`src/rtl/cp0_ctrl_pkg.sv`:
```
// Shared CP0 definitions: register numbers, field positions, exception codes
// and the EPC computation used when a trap is taken.
package cp0_defs;

  localparam logic [4:0] REG_SR    = 5'd12;
  localparam logic [4:0] REG_CAUSE = 5'd13;
  localparam logic [4:0] REG_EPC   = 5'd14;
  localparam logic [4:0] REG_PRID  = 5'd15;

  localparam int unsigned SR_IE_BIT    = 0;
  localparam int unsigned SR_EXL_BIT   = 1;
  localparam int unsigned IM_LSB       = 10;
  localparam int unsigned CAUSE_BD_BIT = 31;
  localparam int unsigned EXC_LSB      = 2;

  typedef enum logic [4:0] {
    EXC_INT     = 5'd0,
    EXC_ADEL    = 5'd4,
    EXC_ADES    = 5'd5,
    EXC_SYSCALL = 5'd8,
    EXC_RI      = 5'd10,
    EXC_OV      = 5'd12
  } exc_code_e;

  localparam logic [31:0] HANDLER_PC = 32'h0000_4180;

  // Word-aligned EPC (bits [31:2]); a delay-slot trap returns to the branch.
  function automatic logic [29:0] epc_of(input logic [31:0] pc, input logic in_delay);
    return in_delay ? (pc[31:2] - 30'd1) : pc[31:2];
  endfunction

endpackage

```
`src/rtl/cp0_int_arb.sv`:
```
// Combinational trap arbitration: masked interrupts vs. pipelined exceptions.
module cp0_int_arb
  import cp0_defs::*;
#(
  parameter int unsigned HWINT_W = 6
) (
  input  logic [HWINT_W-1:0] hw_int,
  input  logic [HWINT_W-1:0] im,
  input  logic               ie,
  input  logic               exl,
  input  logic [4:0]         exc_in,
  output logic               int_req,
  output logic               exc_req,
  output logic [4:0]         exc_code
);

  always_comb begin
    int_req  = (|(hw_int & im)) & ie & ~exl;
    exc_req  = (exc_in != '0) & ~exl;
    // An interrupt wins over a simultaneous exception.
    exc_code = int_req ? EXC_INT : exc_in;
  end

endmodule

```
`src/rtl/cp0_ctrl.sv`:
```
// M-stage coprocessor-0: SR/Cause/EPC/PRId, trap request, mtc0/mfc0/eret.
module cp0_ctrl
  import cp0_defs::*;
#(
  parameter logic [31:0] PRID    = 32'h2021_0001,
  parameter int unsigned HWINT_W = 6
) (
  input  logic               clk,
  input  logic               reset,
  input  logic [31:0]        M_pc,
  input  logic [4:0]         ExcIn,
  input  logic               bd,
  input  logic [HWINT_W-1:0] HWInt,
  input  logic               we,
  input  logic [4:0]         addr,
  input  logic [31:0]        din,
  input  logic               eret,
  output logic               req,
  output logic [31:0]        dout,
  output logic [31:0]        epc_out
);

  logic [HWINT_W-1:0] sr_im;
  logic               sr_exl;
  logic               sr_ie;
  logic               cause_bd;
  logic [HWINT_W-1:0] cause_ip;
  logic [4:0]         cause_exc;
  logic [29:0]        epc;

  logic               int_req;
  logic               exc_req;
  logic [4:0]         exc_code;
  logic [31:0]        sr_val;
  logic [31:0]        cause_val;
  logic               unused_pc_lsb;

  assign unused_pc_lsb = ^M_pc[1:0];

  cp0_int_arb #(
    .HWINT_W (HWINT_W)
  ) u_arb (
    .hw_int   (HWInt),
    .im       (sr_im),
    .ie       (sr_ie),
    .exl      (sr_exl),
    .exc_in   (ExcIn),
    .int_req  (int_req),
    .exc_req  (exc_req),
    .exc_code (exc_code)
  );

  // Gated by reset so a pending exception cannot hold req high during reset.
  assign req = (int_req | exc_req) & reset;

  always_ff @(posedge clk or negedge reset) begin
    if (!reset) begin
      sr_im     <= '0;
      sr_exl    <= 1'b0;
      sr_ie     <= 1'b0;
      cause_bd  <= 1'b0;
      cause_ip  <= '0;
      cause_exc <= '0;
      epc       <= '0;
    end else begin
      cause_ip <= HWInt;
      if (req) begin
        sr_exl    <= 1'b1;
        cause_bd  <= bd;
        cause_exc <= exc_code;
        epc       <= epc_of(M_pc, bd);
      end else if (eret) begin
        sr_exl <= 1'b0;
      end else if (we) begin
        if (addr == REG_SR) begin
          sr_im  <= din[IM_LSB +: HWINT_W];
          sr_exl <= din[SR_EXL_BIT];
          sr_ie  <= din[SR_IE_BIT];
        end else if (addr == REG_EPC) begin
          epc <= din[31:2];
        end
      end
    end
  end

  always_comb begin
    sr_val                     = '0;
    sr_val[IM_LSB +: HWINT_W]  = sr_im;
    sr_val[SR_EXL_BIT]         = sr_exl;
    sr_val[SR_IE_BIT]          = sr_ie;

    cause_val                    = '0;
    cause_val[CAUSE_BD_BIT]      = cause_bd;
    cause_val[IM_LSB +: HWINT_W] = cause_ip;
    cause_val[EXC_LSB +: 5]      = cause_exc;

    case (addr)
      REG_SR:    dout = sr_val;
      REG_CAUSE: dout = cause_val;
      REG_EPC:   dout = {epc, 2'b00};
      REG_PRID:  dout = PRID;
      default:   dout = '0;
    endcase
  end

  // Bypass lets an mtc0 EPC in the same cycle as eret take effect immediately.
  assign epc_out = (we && (addr == REG_EPC)) ? {din[31:2], 2'b00} : {epc, 2'b00};

endmodule
```
`config.mk`:
```
export PLATFORM = sky130hd
export DESIGN_NAME = cp0_ctrl
export DESIGN_NICKNAME = d
export VERILOG_FILES = /design/src/rtl/cp0_ctrl_pkg.sv /design/src/rtl/cp0_int_arb.sv /design/src/rtl/cp0_ctrl.sv
export SDC_FILE = /design/constraint.sdc
export NUM_CORES = 1
export LEC_CHECK = 0
export CAP_MARGIN = 20
export CORE_MARGIN = 5
export CORE_UTILIZATION = 44
export DETAILED_ROUTE_END_ITERATION = 16
export PLACE_DENSITY = 0.93
export SLEW_MARGIN = 20
export SYNTH_ARGS = -nofsm -noshare
export SYNTH_HDL_FRONTEND = slang
export SYNTH_SLANG_ARGS = --single-unit
```
`constraint.sdc`:
```
create_clock -name clk -period 2.7 [get_ports clk]
set_input_delay 0.54 -clock clk [delete_from_list [all_inputs] [get_ports clk]]
set_output_delay 0.54 -clock clk [all_outputs]
set_load 0.005 [all_outputs]
```
Yosys cells after proc, flatten, opt, wreduce, memory -nomap -nowiden
Cells that the tools add are included.
{ "op_classes": {"n_addsub": 1, "mul": 0, "div": 0, "order_cmp": 0, "eq_ne": 6, "shift": 0, "mux": 13, "bitwise": 9, "reduce_logical": 10} }
{ "ops": {"columns": ["cell", "count"], "rows": [
  ["2-to-1 mux 30 bit", 6],
  ["one-hot mux 32 bit (4 select lines)", 1],
  ["2-to-1 mux 32 bit", 1],
  ["subtractor 30 x 1 -> 30 bit, second input constant", 1],
  ["equality test 5 x 4 -> 1 bit, second input constant", 4],
  ["AND reduction 4 bit", 2],
  ["bitwise AND 6 bit", 1],
  ["nonzero test 3 bit", 2],
  ["OR reduction 6 bit", 1],
  ["2-to-1 mux 5 bit", 1],
  ["nonzero test 5 bit", 1],
  ["bitwise AND 1 bit", 4],
  ["2-to-1 mux 1 bit", 4],
  ["nonzero test 2 bit", 2],
  ["NOT 1 bit", 3],
  ["!= test 2 x 1 -> 1 bit, second input constant", 1],
  ["!= test 2 bit, second input constant", 1],
  ["AND reduction 2 bit", 1],
  ["logical AND 1 bit", 1],
  ["bitwise OR 1 bit", 1]
]} }
{ "totals": {"register_bits": 50, "latchBits": 0, "mem_bits_rw": 0, "romBits": 0, "output_inout_bits": 65, "wordCells": 46, "memories": 0} }

Logic depth before layout (Yosys ltp)
{ "depth": {"word_depth": 8, "ltp_mapped": 8, "depth_no_buf": 7} }

Hierarchy
Synthesis repeated with hierarchy kept, for this count alone.
{ "hier_totals": {"hier_cells": 407, "hier_area_um2": 3659.8} }
{ "by_module_without_submodules": {"columns": ["module", "instances", "cells_per_inst", "area_each_um2", "seq_area_each_um2"], "rows": [
  ["cp0_ctrl", 1, 394, 3557.2, 1251.2],
  ["cp0_int_arb", 1, 13, 102.6, 0.0]
]} }

Worst setup path after synthesis
Ideal clock, no wire load.
{ "synth_timing": {"path_type": "input-to-output", "from": "in addr[1]", "to": "out epc_out[10]", "arrival_ps": 1709, "path_slack_ps": 451, "stages": 6, "cell_sequence": "nor2b_1 clkbuf_1 nor2b_1 nand2_1 buf_2 mux2_2"} }
{ "synth_via": {"elab_chain_cells": 3} }
{ "synth_rtl": {"columns": ["element", "line", "text"], "rows": [
  ["start, declared", "cp0_ctrl.sv:15", "input logic [4:0] addr,"],
  ["equality test 5 x 4 -> 1 bit", "cp0_ctrl.sv:107", "assign epc_out = (we && (addr == REG_EPC)) ? {din[31:2], 2'b00} : {epc, 2'b00};"],
  ["logical AND 1 bit", "cp0_ctrl.sv:107", null],
  ["2-to-1 mux 32 bit", "cp0_ctrl.sv:107", null],
  ["end, declared", "cp0_ctrl.sv:20", "output logic [31:0] epc_out"]
]} }
Every way passes these cells.

Worst setup path after layout
{ "layout_timing": {"from": "in addr[0]", "to": "out dout[4]"} }
{ "layout_via": {"elab_chain_cells": 2} }
{ "layout_rtl": {"columns": ["element", "line", "text"], "rows": [
  ["equality test 5 x 4 -> 1 bit", "cp0_ctrl.sv:97", "case (addr)"],
  ["one-hot mux 32 bit (4 select lines) *", "cp0_ctrl.sv:97", null],
  ["end, declared", "cp0_ctrl.sv:19", "output logic [31:0] dout,"]
]} }
Mark *: on every way between the ends. The rest lies on a longest branch, timed or not.

==> impl_metrics.toml <==
[run_status]
status = "completed"

[cells_and_area]
diodes = 0
syn_to_final_growth_pct = 53.7
drive_gt1_frac = 0.223
stdcell_count = 665
nFillCells = 660
final_area_sq_um = 5510
utilization = 0.684
nets = 645

[routing]
routed-wl-met3_um = 650
top_layer = "met4"
wl_met1_um = 5000
first_pass_iters = 5
post_drt_via_cell_ratio = 5.53
met2_wirelength_um = 6340
vias = 3676
totalWireLength_um = 12300
postRouteAntennaNets = 0
drc = 0
drt_first_iter_violations = 173
wl_per_cell_um = 18.5

[floorplan]
dieArea_sq_um = 10000
dieHeight_um = 100
fp-row-count = 33
dieWidth_um = 100
core_sq_um = 8050
boundaryPins = 150
start_util = 0.445

[clock_network]
cts_tree = "yes"
ctsRootBufferMaster = "clkbuf_8"
h-tree-depth = 2
clkLatencyLatePin_ns = 0.29
clk_pin_slew_ns = 0.09
cts_buffers = 5
holdBufCountCts = 0
cts_sinks = 50
clockBufferDepth = 2

[timing]
slew_headroom = 0.572
worstMarginPinSlew_ns = 0.641
finClkSkew_ns = 0.00790
setup_viol = 0
timing.final.crit_share = 0.974
finalHoldViolCount = 0
rsz0062_at_grt = "no"
slew_viol_final = 0
fin_crit_ns = 2.63
max_freq_mhz = 380

[setup_path]
end_kind = "primary output"
crit_type = "input pin to primary output"
crit_arrival_ns = 2.09
critPathMaxFanout = 12
crit_required_ns = 2.16
r2r_slack_ns = 0.64
reg2regPathDepth = 7
reg2reg_from = "sr_im[1]"
r2r-end = "sr_im[1]"
start_kind = "input pin"

[synthesis]
synth_flop_cell = "dfrtp_1"
ys.warnings.count = 0
async_flop_share = 1.00
synth_edf_count = 0
synth_cell_types = 40
ys_seq_area_frac = 0.349
yosysTopAreaCell = "dfrtp_1"
synthTopCellsByArea = "dfrtp_1 (35%), mux2_2 (12%), xnor2_1 (6.4%)"
avgSynthCellArea_sq_um = 9.09
synth_area_sq_um = 3580
synth_seq_cells = 50
netlist.area_leader.share = 0.349
syn_inst = 394

[global_route]
grt_pass1_wl_um = 19000
grt.total_usage = 0.234
grt_max_degree = 51
antenna_found_initial = 0
grt_pass1_vias = 3881
grt.overflow.total = 0

[job]
cap_violations = 0

[placement]
placed_cell_area_sq_um = 5230
finalWeightedCongestion = 0.917
dpl.hpwl_um = 9160
placed_cells = 640
portBuffers = 145

[power]
p_per_area_nw_per_um2 = 432
p_leak_nw = 2.39
irDropWorstVdd_mv = 0.257

[hold_path]
hold_class = "input pin to async pin"
[worst max path at each step]
stage,endpoint,start,cells past startpoint
2_1_floorplan,epc_out[10],addr[1],6
3_3_place_gp,epc_out[21],addr[1],7
3_5_place_dp,epc_out[8],addr[1],7
4_1_cts,epc_out[18],addr[4],9
5_1_grt,dout[14],addr[0],7
6_report,dout[4],addr[0],7
[cells by family (layout without fill, tap and decap cells)]
logic type / after synthesis / in the layout / synth area share
other: 1 / 2 / 0.00105
AOI/OAI and AO/OA: 71 / 71 / 0.121
DFF: 50 / 50 / 0.349
and+or+nand+nor: 158 / 158 / 0.252
adders and majority gates: 1 / 1 / 0.00349
muxes: 54 / 54 / 0.164
xor gates and xnor gates: 28 / 28 / 0.0685
buffers and inverters: 31 / 196 / 0.0405
[area by class of cell]
cell class | instances | area (sq um) | share of cell area
clock buffer | 8 | 110 | 0.0200
multi-input combinational | 314 | 2250 | 0.409
tap | 105 | 131 | 0.0239
sequential | 50 | 1250 | 0.227
inverter | 5 | 18.8 | 0.00341
timing repair buffer | 183 | 1740 | 0.316
[per-stage QoR]
stage	worst slack, ns	TNS (ns)	hold slack (ns)	total power [W]
2_1_floorplan	0.451	0	0.244	0.00140
3_3_place_gp	-0.301	-11.63	0.455	0.00188
3_5_place_dp	-0.313	-12.23	0.457	0.00193
4_1_cts	-0.156	-0.901	0.419	0.00236
5_1_grt	0.00593	0	0.462	0.00251
6_report	0.0710	0	0.417	0.00238
[timing repair]
action,CTS,global route
cloned,2,0
buffers inserted,9,7
endpoints found under the setup margin,62,35
endpoints found under the hold margin,0,0
resized for setup,146,17
pin swaps,5,3
[where the power goes]
group | internal (W) | switching [W] | total (W)
registers | 0.000891 | 0.000109 | 0.00100
logic | 0.000494 | 0.000385 | 0.000879
clock network | 0.000259 | 0.000239 | 0.000498
total | 0.00164 | 0.000733 | 0.00238
[per-layer routing]
metal | track usage | up-vias
li1 | - | 1718
met1 | 0.284 | 1788
met2 | 0.415 | 147
met3 | 0.0341 | 23
met4 | 0.0943 | 0
met5 | 0 | -
[flip-flops by register name, indices dropped and copies added (netlist names)]
| signal | flops |
|---|---|
| sr_im | 6 |
| epc | 30 |
| cause_bd | 1 |
| cause_ip | 6 |
| cause_exc | 5 |
| sr_exl | 1 |
| sr_ie | 1 |
[cell usage after synthesis (6+ instances only)]
| library cell | count |
|---|---|
| nor4_1 | 6 |
| nand2_1 | 34 |
| mux2_2 | 37 |
| clkbuf_1 | 15 |
| o21ai_0 | 11 |
| nand3_1 | 10 |
| a21oi_1 | 28 |
| nor2_1 | 37 |
| nor3_1 | 9 |
| nor2b_1 | 25 |
| dfrtp_1 | 50 |
| a22oi_1 | 9 |
| a211oi_1 | 20 |
| xnor2_1 | 26 |
| mux2i_1 | 17 |
| and2_1 | 15 |
[critical path, cell delays in order]
cell and delay [ns]:
dlygate4sd2_1 0.28, buf_4 0.23, nor2b_4 0.20, buf_4 0.17
a22oi_1 0.07, nor2_1 0.09, clkdlybuf4s50_1 0.50
[cells in the final DEF, fill, tap and decap left out, types with 3 or more instances in the layout]
cell type        netlist  routed
a211oi_1              20      20
a21oi_1               28      28
a22oi_1                9       6
a22oi_2                0       3
and2_1                15      15
buf_12                 0       5
buf_2                  5      18
buf_4                  4      24
buf_6                  1      10
clkbuf_8               0       8
clkdlybuf4s15_1        0       6
clkdlybuf4s50_1        0      79
dfrtp_1               50      50
dlygate4sd2_1          0      33
dlymetal6s2s_1         0       6
inv_1                  5       4
mux2_2                37      35
mux2i_1               17      17
nand2_1               34      32
nand3_1               10      10
nor2_1                37      36
nor2b_1               25      22
nor2b_4                0       3
nor3_1                 9       9
nor4_1                 6       6
nor4_2                 3       3
o21ai_0               11      10
or3_1                  4       4
xnor2_1               26      26
Note: power is estimated with default switching activity, not from simulation.
